===== config.mk =====
export PLATFORM = sky130hd
export DESIGN_NAME = ysyx_041514_alu_div_ctrl
export DESIGN_NICKNAME = d
export VERILOG_FILES = /design/src/rtl/ysyx_041514_div_pkg.sv /design/src/rtl/ysyx_041514_div_special.sv /design/src/rtl/ysyx_041514_alu_div_ctrl.sv
export SDC_FILE = /design/constraint.sdc
export NUM_CORES = 1
export LEC_CHECK = 0
export CAP_MARGIN = 20
export CORE_MARGIN = 10
export CORE_UTILIZATION = 24
export DETAILED_ROUTE_END_ITERATION = 10
export PLACE_DENSITY_LB_ADDON = 0.08
export SETUP_SLACK_MARGIN = 0.02
export SYNTH_ARGS = -nofsm -noshare
export SYNTH_HDL_FRONTEND = slang
export SYNTH_SLANG_ARGS = --single-unit

===== constraint.sdc =====
create_clock -name clk -period 3.7 [get_ports clk]
set_input_delay 0.37 -clock clk [delete_from_list [all_inputs] [get_ports clk]]
set_output_delay 0.37 -clock clk [all_outputs]
set_load 0.05 [all_outputs]

===== src/rtl/ysyx_041514_div_pkg.sv =====
// Shared definitions for the divider sequencing controller: op-bit layout and FSM states.
package ysyx_041514_div_pkg;

  localparam int unsigned OP_REM      = 0;
  localparam int unsigned OP_UNSIGNED = 1;
  localparam int unsigned OP_WORD     = 2;

  typedef enum logic [2:0] {
    StBoot  = 3'd0,
    StIdle  = 3'd1,
    StIssue = 3'd2,
    StWait  = 3'd3,
    StResp  = 3'd4,
    StDrain = 3'd5
  } div_state_e;

endpackage


===== src/rtl/ysyx_041514_div_special.sv =====
// RISC-V division special cases (divide-by-zero, signed overflow) resolved without the divider.
module ysyx_041514_div_special
  import ysyx_041514_div_pkg::*;
#(
  parameter int unsigned XLEN = 64
) (
  input  logic [XLEN-1:0] rs1_i,
  input  logic [XLEN-1:0] rs2_i,
  input  logic [2:0]      op_i,
  output logic            is_special_o,
  output logic [XLEN-1:0] spec_quot_o,
  output logic [XLEN-1:0] spec_rem_o
);

  logic word, div_zero, min_neg, neg_one, overflow;

  always_comb begin
    word     = op_i[OP_WORD];
    div_zero = word ? (rs2_i[31:0] == 32'd0) : (rs2_i == '0);
    min_neg  = word ? (rs1_i[31:0] == 32'h8000_0000) : (rs1_i == {1'b1, {(XLEN-1){1'b0}}});
    neg_one  = word ? (rs2_i[31:0] == 32'hFFFF_FFFF) : (rs2_i == '1);
    overflow = ~op_i[OP_UNSIGNED] & min_neg & neg_one & ~div_zero;

    is_special_o = div_zero | overflow;
    // W sign extension happens downstream, so the full-width dividend is passed through here.
    spec_quot_o  = div_zero ? '1 : rs1_i;
    spec_rem_o   = div_zero ? rs1_i : '0;
  end

endmodule


===== src/rtl/ysyx_041514_alu_div_ctrl.sv =====
// EXU-side sequencer for the slow divider: special cases, one-entry result cache,
// valid/ready handshakes, flush draining and W-result sign extension.
module ysyx_041514_alu_div_ctrl
  import ysyx_041514_div_pkg::*;
#(
  parameter int unsigned XLEN     = 64,
  parameter bit          CACHE_EN = 1'b1
) (
  input  logic            clk,
  input  logic            rst,
  input  logic            req_valid_i,
  output logic            req_ready_o,
  input  logic [2:0]      req_op_i,
  input  logic [XLEN-1:0] req_rs1_i,
  input  logic [XLEN-1:0] req_rs2_i,
  output logic            resp_valid_o,
  input  logic            resp_ready_i,
  output logic [XLEN-1:0] resp_data_o,
  input  logic            flush_i,
  output logic            div_valid_o,
  output logic            div_signed_o,
  output logic            div32_o,
  output logic [XLEN-1:0] div_dividend_o,
  output logic [XLEN-1:0] div_divisor_o,
  input  logic [XLEN-1:0] div_quot_i,
  input  logic [XLEN-1:0] div_rem_i,
  input  logic            div_ready_i
);

  div_state_e      state_q;
  logic [2:0]      op_q;
  logic [XLEN-1:0] rs1_q, rs2_q;

  logic            cache_vld_q, cache_uns_q, cache_word_q;
  logic [XLEN-1:0] cache_rs1_q, cache_rs2_q, cache_quot_q, cache_rem_q;

  logic            is_special, cache_hit;
  logic [XLEN-1:0] spec_quot, spec_rem;

  function automatic logic [XLEN-1:0] fmt_result(input logic [2:0]      op,
                                                  input logic [XLEN-1:0] quot,
                                                  input logic [XLEN-1:0] rem);
    logic [XLEN-1:0] sel;
    sel = op[OP_REM] ? rem : quot;
    if (op[OP_WORD]) return {{(XLEN-32){sel[31]}}, sel[31:0]};
    return sel;
  endfunction

  // Evaluated on the incoming request so a special case or hit responds the next cycle.
  ysyx_041514_div_special #(
    .XLEN (XLEN)
  ) u_special (
    .rs1_i        (req_rs1_i),
    .rs2_i        (req_rs2_i),
    .op_i         (req_op_i),
    .is_special_o (is_special),
    .spec_quot_o  (spec_quot),
    .spec_rem_o   (spec_rem)
  );

  always_comb begin
    cache_hit = CACHE_EN && cache_vld_q &&
                (req_rs1_i == cache_rs1_q) && (req_rs2_i == cache_rs2_q) &&
                (req_op_i[OP_UNSIGNED] == cache_uns_q) && (req_op_i[OP_WORD] == cache_word_q);
  end

  // Divider operands come straight from the latched request so they stay put through DRAIN.
  assign div_dividend_o = rs1_q;
  assign div_divisor_o  = rs2_q;
  assign div_signed_o   = ~op_q[OP_UNSIGNED];
  assign div32_o        = op_q[OP_WORD];

  always_ff @(posedge clk) begin
    if (rst) begin
      state_q      <= StBoot;
      req_ready_o  <= 1'b0;
      resp_valid_o <= 1'b0;
      resp_data_o  <= '0;
      div_valid_o  <= 1'b0;
      op_q         <= '0;
      rs1_q        <= '0;
      rs2_q        <= '0;
      cache_vld_q  <= 1'b0;
      cache_uns_q  <= 1'b0;
      cache_word_q <= 1'b0;
      cache_rs1_q  <= '0;
      cache_rs2_q  <= '0;
      cache_quot_q <= '0;
      cache_rem_q  <= '0;
    end else begin
      div_valid_o <= 1'b0;
      if (flush_i) cache_vld_q <= 1'b0;

      unique case (state_q)
        StBoot: begin
          state_q     <= StIdle;
          req_ready_o <= 1'b1;
        end
        StIdle: begin
          if (req_valid_i && !flush_i) begin
            op_q        <= req_op_i;
            rs1_q       <= req_rs1_i;
            rs2_q       <= req_rs2_i;
            req_ready_o <= 1'b0;
            if (is_special) begin
              resp_data_o  <= fmt_result(req_op_i, spec_quot, spec_rem);
              resp_valid_o <= 1'b1;
              state_q      <= StResp;
            end else if (cache_hit) begin
              resp_data_o  <= fmt_result(req_op_i, cache_quot_q, cache_rem_q);
              resp_valid_o <= 1'b1;
              state_q      <= StResp;
            end else begin
              div_valid_o <= 1'b1;
              state_q     <= StIssue;
            end
          end
        end
        StIssue: begin
          state_q <= flush_i ? StDrain : StWait;
        end
        StWait: begin
          if (flush_i) begin
            // A result arriving with the flush is simply discarded.
            if (div_ready_i) begin
              state_q     <= StIdle;
              req_ready_o <= 1'b1;
            end else begin
              state_q <= StDrain;
            end
          end else if (div_ready_i) begin
            cache_vld_q  <= CACHE_EN;
            cache_uns_q  <= op_q[OP_UNSIGNED];
            cache_word_q <= op_q[OP_WORD];
            cache_rs1_q  <= rs1_q;
            cache_rs2_q  <= rs2_q;
            cache_quot_q <= div_quot_i;
            cache_rem_q  <= div_rem_i;
            resp_data_o  <= fmt_result(op_q, div_quot_i, div_rem_i);
            resp_valid_o <= 1'b1;
            state_q      <= StResp;
          end
        end
        StResp: begin
          if (flush_i || resp_ready_i) begin
            resp_valid_o <= 1'b0;
            req_ready_o  <= 1'b1;
            state_q      <= StIdle;
          end
        end
        StDrain: begin
          if (div_ready_i) begin
            req_ready_o <= 1'b1;
            state_q     <= StIdle;
          end
        end
        default: begin
          state_q     <= StBoot;
          req_ready_o <= 1'b0;
        end
      endcase
    end
  end

endmodule

==> run metrics, run 1 <==
status=complete, no violations; adder-cell share of the synthesized area=1.465%; initial antenna violation count=8; commonest non-fill, non-tap cells in the layout=nand2_1, a21oi_1, dfxtp_1, clkdlybuf4s50_1, nor2_1; area delta synth->final=38.42%; Critical Path Source=req_rs1_i[44]; Clock transition at path regs=0.06 ns; Port-buffer cells=461; fin crit share=92.47%; RSZ-0062 raised after global routing=false; average via count per standard cell=4.911; filler instances=9466; Site Rows=110; Worst Setup Start Kind=input port; I/O Pins=462; Post-CTS Setup Inserts=0; total of max-cap violations=0; P_leak=10.10 nW; CTS Hold Buffers Added=0; later-pin clock latency in the skew report=0.63 ns; VDD IR-drop max=416.9 uV; synthesized area=21870 um^2; largest net degree at the start of global routing=174; routability cong.=0.8647; Mean Syn Cell Area=7.646 um^2; Via Count=22180; register area=9214 um^2; Final setup viols=0; Synth Instances=2860; async set-reset flop share out of synthesis=0%; Worst Hold Class=in2reg; Final Max Tran Viols=0; Top FF cell, synth=dfxtp_1; simple-gate area share of the yosys netlist=24.41%; Worst R2R Start=cache_rs2_q[2]$_SDFFE_PP0P_; All-Layer GR Usage=21.00%; wire per inst=24.96 um; flip-flop and latch count after synthesis=460; CTS tree=yes; Critical Path End Type=register; vias in the first global route=22250; final HPWL from detailed placement=83160 um; Core Footprint=90150 um^2; cts bufs inserted=57; First-pass DRT Iterations=7; number of flops mapped to enable cells by yosys=0; first-pass GRT wire length=162000 um; Place WS=-0.2665 ns; worst-path fanout max=31; ratio of total power to cell area=426.5 nW/um^2; Post-Synth XOR/XNOR Area=3.244%; Root Buffer=clkbuf_16; CTS H-Tree Depth=2; worst slew pin tran=1.060 ns; post-synth cell types=59; post_cts resized=0; Rel. slew slack=29.18%; multiplexer share of the synthesized area=6.042%; Routed Antenna Nets=0; min setup slack post-route=0.2787 ns; worst-case reg-to-reg path depth=11; Setup crit end=resp_data_o[27]$_SDFFE_PP0P_; Nets=3559; clock sink count=460; Detailed Route Iter0 Violations=1683; Fin. Hold Viols=0; total gr overflow=0; share of cells above drive strength 1=9.178%; Die Wd=321.9 um; Die ar.=103600 um^2; Worst Path Arrival=3.90 ns; worst hold path cell count=2; largest family of logic cells by synthesized area=simple AND/OR/NAND/NOR gates; Seq/Total Area, Yosys=42.11%; Die Height=321.9 um; Syn. warnings=0; clk buf depth=3; Starting Density=24.26%; post-synthesis compound-gate area fraction=18.19%; required time worst endpoint=4.18 ns; Clock Skews=0.02684 ns; r2r endpoint=resp_data_o[62]$_SDFFE_PP0P_; DRT Wirelength=112700 um; Max Fclk=0.2923 GHz; drc violations=0; Final Util=33.58%; flop-to-flop setup slack=0.40 ns; footprint of the multi-input gates=11760 um^2; most common cell after layout, fill and taps aside=nand2_1; min Tclk post-route=3.421 ns; Crit Path Class=in2reg; Mapped Nets=3125
## through the flow
stage / power (mW) / instance area (um^2) / cells / hold slack [ns] / TNS, ns
final: 12.91 / 30270 / 4516 / 0.1775 / 0
after global routing: 13.40 / 30260 / 4513 / 0.2326 / 0
after CTS: 13.10 / 30250 / 4510 / 0.1750 / 0
after detailed placement: 7.563 / 28460 / 4411 / 0.4417 / -13.47
after global placement: 7.557 / 28460 / 4411 / 0.4386 / -10.83
after floorplan: 6.356 / 21870 / 2860 / 0.4317 / 0
## where the power goes
group	switching (mW)	internal [mW]
clock	2.30	3.18
sequential	0.123	5.08
combinational	1.40	0.835
## worst max-delay path: stages
cell,delay [ns]
clkdlybuf4s50_1,0.69
or4b_1,0.65
or4_1,0.52
nor4_2,0.49
and4_1,0.43
nor3_2,0.10
buf_12,0.19
a221oi_1,0.31
a21oi_1,0.12
## sequential cells by signal, indices dropped and copies added (netlist names)
signal          cells
cache_quot_q       64
cache_rem_q        64
cache_rs1_q        64
cache_rs2_q        64
div_dividend_o     64
div_divisor_o      64
resp_data_o        64
op_q                3
state_q             3
cache_uns_q         1
cache_vld_q         1
cache_word_q        1
div_valid_o         1
req_ready_o         1
resp_valid_o        1
## synth_stat cells, drive strengths merged, types with 9 or more instances
library cell	count	area, um^2
nand2	791	2972
a21oi	499	2505
dfxtp	460	9209
clkbuf	195	732.0
nor2	172	645.6
mux2i	96	960.9
xnor2	78	683.2
nand2b	68	425.4
nor4	43	275.3
nand4	41	256.5
o221ai	34	297.8
or2	34	212.7
a211oi	33	247.7
and2	33	206.5
maj3	32	320.3
mux2	32	360.4
o31ai	32	240.2
a221oi	31	271.5
nor2b	31	193.9
inv	30	112.6
buf	27	147.6
o2111ai	10	87.58
a2111o	9	101.4
## cells by family after synthesis
| family | after synthesis |
|---|---|
| AO/OA/AOI/OAI | 674 |
| XOR/XNOR | 81 |
| adder cells (fa/ha/maj) | 32 |
| buffers and inverters | 252 |
| flip-flops | 460 |
| multiplexers | 128 |
| AND/OR/NAND/NOR | 1233 |
## layer usage
layer / routed length (um) / track usage, % / part of all wire, % / vias to the layer above
met5: 48 / 0 / 0.043 / -
met4: 2668 / 5.516 / 2.4 / 6
met3: 8330 / 5.224 / 7.4 / 125
met2: 52810 / 34.86 / 47 / 684
met1: 48860 / 26.78 / 43 / 10740
li1: - / - / - / 10620
## final cells by class
class / instances / share of cell area (%)
Antenna cell: 6 / 0.04960
Timing Repair Buffer: 597 / 19.53
Clock inverter: 8 / 0.1736
Tap cell: 1176 / 4.861
Multi-Input combinational cell: 2148 / 38.84
Sequential cell: 460 / 30.44
Clock buffer: 91 / 5.737
Inverter: 30 / 0.3720
## worst min path at each step
stage | startpoint | end | slack, ns
6_report | rst | cache_rem_q[35]$_SDFFE_PP0P_ | 0.18
3_5_place_dp | cache_rem_q[59]$_SDFFE_PP0P_ | cache_rem_q[59]$_SDFFE_PP0P_ | 0.44
2_1_floorplan | cache_rem_q[32]$_SDFFE_PP0P_ | cache_rem_q[32]$_SDFFE_PP0P_ | 0.43
3_3_place_gp | cache_rem_q[60]$_SDFFE_PP0P_ | cache_rem_q[60]$_SDFFE_PP0P_ | 0.44
5_1_grt | rst | cache_rs1_q[31]$_SDFFE_PP0P_ | 0.23
4_1_cts | rst | cache_rem_q[35]$_SDFFE_PP0P_ | 0.18
(Power assumes the default switching activity.)
==> inputs of run 2 (changes only) <==
--- a/config.mk
+++ b/config.mk
@@ -9,8 +9,9 @@
 export CORE_MARGIN = 10
 export CORE_UTILIZATION = 24
 export DETAILED_ROUTE_END_ITERATION = 10
-export PLACE_DENSITY_LB_ADDON = 0.08
+export PLACE_DENSITY_LB_ADDON = 0.1
 export SETUP_SLACK_MARGIN = 0.02
+export SKIP_CTS_REPAIR_TIMING = 1
 export SYNTH_ARGS = -nofsm -noshare
 export SYNTH_HDL_FRONTEND = slang
 export SYNTH_SLANG_ARGS = --single-unit
==> run metrics, run 2 (synthesis gave the netlist of run 1 again) <==
area delta synth->final=38.50% (about the same); Via Count=22070 (-0.47%); total of max-cap violations=0 (unchanged); First-pass DRT Iterations=5 (-2); crit path buf inv count=4 (+2); flop-to-flop setup slack=0.47 ns (+0.07 ns); vias in the first global route=21940 (-1.4%); required time worst endpoint=4.20 ns (+0.02 ns); Die Height=321.9 um (unchanged); clock sink count=460 (unchanged); total gr overflow=0 (unchanged); Critical Path End Type=register; critical path's top delay family=simple AND/OR/NAND/NOR gates; ratio of total power to cell area=436.3 nW/um^2 (+2.3%); status=complete, no violations; Final setup viols=0 (unchanged); Starting Density=24.26% (unchanged); Root Buffer=clkbuf_16; average via count per standard cell=4.900 (-0.23%); CTS tree=yes; later-pin clock latency in the skew report=0.63 ns (about the same); worst-path cell chain=xnor2_1 > buf_4 > nand4_1 > nor4_1 > nand2_1 > buf_4 > o41ai_4 > buf_4 > o21ai_4 > buf_12 > mux2i_1; Site Rows=110 (unchanged); largest net degree at the start of global routing=141 (-19%); Rel. slew slack=28.56% (-0.62 points); RSZ-0062 raised after global routing=false; cts bufs inserted=57 (unchanged); P_leak=10.12 nW (+0.12%); Hold Slack=0.06213 ns (-0.1153 ns); Worst Setup Start Kind=register; min Tclk post-route=3.229 ns (-0.1921 ns); final HPWL from detailed placement=82670 um (-0.60%); drc violations=0 (unchanged); Die ar.=103600 um^2 (unchanged); Slowest-stage cell, CP=xnor2_1; CP dominant cell by count=buf_4; Clock Skews=0.01281 ns (-0.01404 ns); routability cong.=0.8787 (+1.6%); worst slew pin tran=1.069 ns (+0.009253 ns); Max Fclk=0.3097 GHz (+5.9%); Final Max Tran Viols=0 (unchanged); Clock transition at path regs=0.06 ns (about the same); Worst Path Arrival=3.73 ns (-0.17 ns); Die Wd=321.9 um (unchanged); worst-path fanout max=33 (+6.5%); commonest non-fill, non-tap cells in the layout=nand2_1, a21oi_1, dfxtp_1; most common cell after layout, fill and taps aside=nand2_1; Nets=3543 (-0.45%); final cell count without fillers=4505 (-0.24%); Max stage delay on crit path=0.40 ns (-0.29 ns); I/O Pins=462 (unchanged); Place WS=-0.1746 ns (+0.09189 ns); Routed Antenna Nets=0 (unchanged); fin crit share=87.27% (-5.2 points); All-Layer GR Usage=20.71% (-0.29 points); Port-buffer cells=461 (unchanged); Placed Cells=4395 (-0.36%); post-route cell area=30290 um^2 (about the same); Crit Path Class=reg2reg; first-pass GRT wire length=158800 um (-2.0%); initial antenna violation count=12 (+4); area post-placement=28350 um^2 (-0.40%); Fin. Hold Viols=0 (unchanged); clk buf depth=3 (unchanged); filler instances=9336 (-1.4%); setup TNS=0 ns (unchanged); Core Footprint=90150 um^2 (unchanged); min setup slack post-route=0.4708 ns (+0.1921 ns); share of cells above drive strength 1=9.118% (-0.060 points); CTS H-Tree Depth=2 (unchanged); Worst Hold Class=in2reg; DRT Wirelength=112400 um (-0.25%); VDD IR-drop max=428.3 uV (+2.7%); Detailed Route Iter0 Violations=1833 (+8.9%); wire per inst=24.96 um (about the same)
## run 2: cell types whose count changed in the layout (fill, tap and decap cells not counted), moves of 3 or more
cell / change
clkinv_2: +9
clkbuf_1: -8
bufinv_16: +3
clkbuf_8: +3
buf_4: -16
## run 2: path summary, 6_finish.rpt
path                                                     from                             to  cells past startpoint
worst max-delay path              cache_rs2_q[2]$_SDFFE_PP0P_   resp_data_o[53]$_SDFFE_PP0P_                     11
worst min-delay path                              req_op_i[0]           op_q[0]$_SDFFE_PP0P_                      3
worst max register to register    cache_rs2_q[2]$_SDFFE_PP0P_   resp_data_o[53]$_SDFFE_PP0P_                     11
worst min register to register  cache_quot_q[26]$_SDFFE_PP0P_  cache_quot_q[26]$_SDFFE_PP0P_                      2
## run 2: area by class of cell
class	instances	area, um^2	share of cell area [%]
multi-input combinational	2148	11770	38.85
clock buffer	86	1748	5.771
timing repair buffer	581	5791	19.12
inverter	30	112.6	0.3718
antenna	6	15.01	0.04957
tap	1176	1471	4.858
sequential	460	9213	30.42
clock inverter	18	171.4	0.5660
## run 2: metrics by stage
| stage | util (%) | power, mW |
|---|---|---|
| floorplan | - | 6.356 |
| global placement | 31.45 | 7.528 |
| detailed placement | 31.45 | 7.536 |
| CTS | 33.58 | 13.39 |
| global route | 33.59 | 13.69 |
| finish | 33.60 | 13.21 |
## run 2: per-layer routing
metal / GRT usage [%] / vias up / share of wire [%] / wire length, um
li1: - / 10590 / - / -
met3: 4.816 / 132 / 6.9 / 7762
met5: 0 / - / 0.048 / 54
met4: 5.856 / 10 / 2.6 / 2873
met1: 27.06 / 10660 / 44 / 49850
met2: 33.64 / 681 / 46 / 51890
## run 2: power by group
part	leakage [nW]	internal [mW]	switching [mW]	total, mW
registers	3.72	5.08	0.120	5.20
logic	5.44	0.820	1.39	2.21
clock network	0.959	3.44	2.36	5.80
total	10.1	9.34	3.88	13.2
## run 2: worst register-to-register path, delay by kind of cell (launching register included)
kind	cells	cell delay, ns
DFF	1	0.33
buffers and inverters	4	0.82
muxes	1	0.23
xor gates and xnor gates	1	0.40
AOI/OAI and AO/OA	2	0.45
and+or+nand+nor	3	0.87
==> inputs of run 3 (changes only) <==
--- a/config.mk
+++ b/config.mk
@@ -5,6 +5,7 @@
 export SDC_FILE = /design/constraint.sdc
 export NUM_CORES = 1
 export LEC_CHECK = 0
+export ABC_AREA = 1
 export CAP_MARGIN = 20
 export CORE_MARGIN = 10
 export CORE_UTILIZATION = 24
==> run metrics, run 3 <==
status=complete, no violations; most common cell after layout, fill and taps aside=nand2_1; worst-path cell chain=clkdlybuf4s50_1 > inv_1 > nand2_1 > nand4_1 > nor2_1 > nand2_1 > nor2_1 > nand2_1 > nor2_1 > nand3_1 > nand3_2 > buf_4 > nand3_1 > nor2_1 > nor2_1; I/O Pins=462 (unchanged); initial antenna violation count=15 (+3); cts bufs inserted=60 (+5.3%); synthesized area=22990 um^2 (+5.1%); Nets=4265 (+20%); Met3 Wirelength=7203 um (-7.2%); worst-case reg-to-reg path depth=13 (+2); met2 wire len=51550 um (-0.66%); clock sink count=460 (unchanged); Die Height=329.5 um (+2.4%); Core Footprint=95010 um^2 (+5.4%); flop-to-flop setup slack=1.01 ns (+0.54 ns); Worst Path Arrival=3.38 ns (-0.35 ns); worst-path fanout max=25 (-24%); P_leak=13.50 nW (+33%); VDD IR-drop max=410.4 uV (-4.2%); average via count per standard cell=4.582 (-6.5%); Synth Instances=3661 (+28%); Seq/Total Area, Yosys=40.05% (-2.1 points); Synth top cells by count=nand2_1, nor2_1, o21ai_0; Final setup viols=0 (unchanged); Syn. warnings=0 (unchanged); crit path buf inv count=3 (-1); DRT Wirelength=114500 um (+1.8%); Detailed Route Iter0 Violations=1771 (-3.4%); total gr overflow=0 (unchanged); total of max-cap violations=0 (unchanged); Critical Path End Type=register; setup TNS=0 ns (unchanged); Hold Path Sink=cache_quot_q[14]$_SDFFE_PP0P_; CTS tree=yes; Starting Density=24.20% (-0.057 points); most common cell in the netlist=nand2_1; Hold Slack=0.2900 ns (+0.2279 ns); largest net degree at the start of global routing=154 (+9.2%); Clock Skews=0.03097 ns (+0.01817 ns); Die Wd=329.5 um (+2.4%); RSZ-0062 raised after global routing=false; Port-buffer cells=461 (unchanged); Fin. Hold Viols=0 (unchanged); Via Count=24370 (+10%); Slowest-stage cell, CP=clkdlybuf4s50_1; All-Layer GR Usage=20.28% (-0.43 points); worst slew pin tran=0.9398 ns (-0.1294 ns); later-pin clock latency in the skew report=0.64 ns (about the same); Rel. slew slack=37.35% (+8.8 points); final HPWL from detailed placement=83140 um (+0.57%); share of cells above drive strength 1=4.569% (-4.5 points); area post-placement=28920 um^2 (+2.0%); min Tclk post-route=2.841 ns (-0.3879 ns); CTS H-Tree Depth=2 (unchanged); share of the synthesized area in the top cell type=40.05% (-2.1 points); Synth area leader=dfxtp_1; r2r endpoint=resp_data_o[8]$_SDFFE_PP0P_; Mean Syn Cell Area=6.280 um^2 (-18%); flip-flop and latch count after synthesis=460 (unchanged); Max Fclk=0.3520 GHz (+14%); Root Buffer=clkbuf_16; clk buf depth=3 (unchanged); Top FF cell, synth=dfxtp_1; First-pass DRT Iterations=5 (unchanged); drc violations=0 (unchanged); Final Max Tran Viols=0 (unchanged); post-route cell area=30890 um^2 (+2.0%); async set-reset flop share out of synthesis=0% (unchanged); Routed Antenna Nets=0 (unchanged); Worst R2R Start=cache_rs1_q[23]$_SDFFE_PP0P_; CP dominant cell by count=nor2_1; Site Rows=113 (+2.7%); first-pass GRT wire length=166300 um (+4.8%); Mapped Nets=3926 (+26%); Crit Path Class=in2reg; vias in the first global route=23950 (+9.2%); required time worst endpoint=4.24 ns (+0.04 ns); Worst Setup Start Kind=input port; Die ar.=108600 um^2 (+4.8%); post-synth cell types=32 (-46%); Max stage delay on crit path=0.61 ns (+0.21 ns); number of flops mapped to enable cells by yosys=0 (unchanged); WL met1=52190 um (+4.7%); fin crit share=76.79% (-10 points); critical path's top delay family=simple AND/OR/NAND/NOR gates; commonest non-fill, non-tap cells in the layout=nand2_1, nor2_1, o21ai_0; Worst Hold Class=in2reg; top post-synthesis cells by area=dfxtp_1, nand2_1, o21ai_0; area delta synth->final=34.33%; Top Layer Used=met5; wire per inst=21.53 um (-14%); worst hold path cell count=3 (unchanged); ratio of total power to cell area=534.0 nW/um^2 (+22%); critical hold path startpoint=div_quot_i[14]; routability cong.=0.8039 (-8.5%); Clock transition at path regs=0.06 ns (about the same)
run 3: cell types whose count changed after synthesis, sizes merged, moves of 47 or more:
cell | previous run | this run
nand2b | 68 | 0
o21ai | 4 | 523
nand2 | 791 | 881
nand3 | 3 | 148
nor2 | 172 | 599
mux2i | 96 | 1
inv | 30 | 359
xnor2 | 78 | 31
a21oi | 499 | 293
run 3: stage by stage:
step	worst slack, ns	std cells	total power, mW	utilization, %
floorplan	1.766	3661	8.679	-
global placement	0.08727	5203	10.72	30.44
detailed placement	0.1162	5203	10.72	30.44
CTS	0.7997	5314	16.71	32.50
global route	0.5898	5318	17.30	32.51
finish	0.8587	5318	16.49	32.51
run 3: logic make-up (layout without fill, tap and decap cells):
kind of cell | after synthesis | after routing | share of synthesized area [%]
DFF | 460 | 460 | 40.05
muxes | 1 | 1 | 0.04354
other | 0 | 4 | 0
xor gates and xnor gates | 43 | 43 | 1.638
buffers and inverters | 605 | 993 | 10.12
AOI/OAI and AO/OA | 830 | 830 | 18.19
and+or+nand+nor | 1722 | 1722 | 29.96
run 3: worst min-delay path: stages:
cell and delay (ns):
clkdlybuf4s50_1 0.40, inv_1 0.06, a21oi_1 0.05
run 3: final cells by class:
cell class,instances,area (um^2)
Clock buffer,93,1797
Fill cell,10560,64130
Sequential cell,460,9213
Inverter,360,1374
Tap cell,1265,1583
Antenna cell,4,10.01
Timing Repair Buffer,522,5265
Clock inverter,18,157.7
Multi-Input combinational cell,2596,11490
run 3: power by group:
group	internal, mW	leakage (nW)	switching, mW	total (mW)
clock network	3.45	0.970	2.47	5.92
logic	1.51	8.81	3.22	4.73
registers	5.45	3.72	0.388	5.84
run 3: how the worst max path moves through the flow:
stage,from,to,slack (ns),cells after the start
floorplan,req_rs1_i[24],resp_data_o[37]$_SDFFE_PP0P_,1.77,16
global placement,req_rs1_i[23],resp_data_o[7]$_SDFFE_PP0P_,0.09,15
detailed placement,req_rs1_i[23],resp_data_o[8]$_SDFFE_PP0P_,0.12,15
CTS,req_rs1_i[23],resp_data_o[8]$_SDFFE_PP0P_,0.80,15
global route,req_rs1_i[23],resp_data_o[2]$_SDFFE_PP0P_,0.59,15
finish,req_rs1_i[23],resp_data_o[8]$_SDFFE_PP0P_,0.86,15
run 3: metal layers:
layer / global-route usage, % / up-vias
met3: 4.707 / 154
met1: 26.76 / 11250
met4: 6.074 / 20
li1: - / 12350
met5: 0 / -
met2: 32.55 / 596
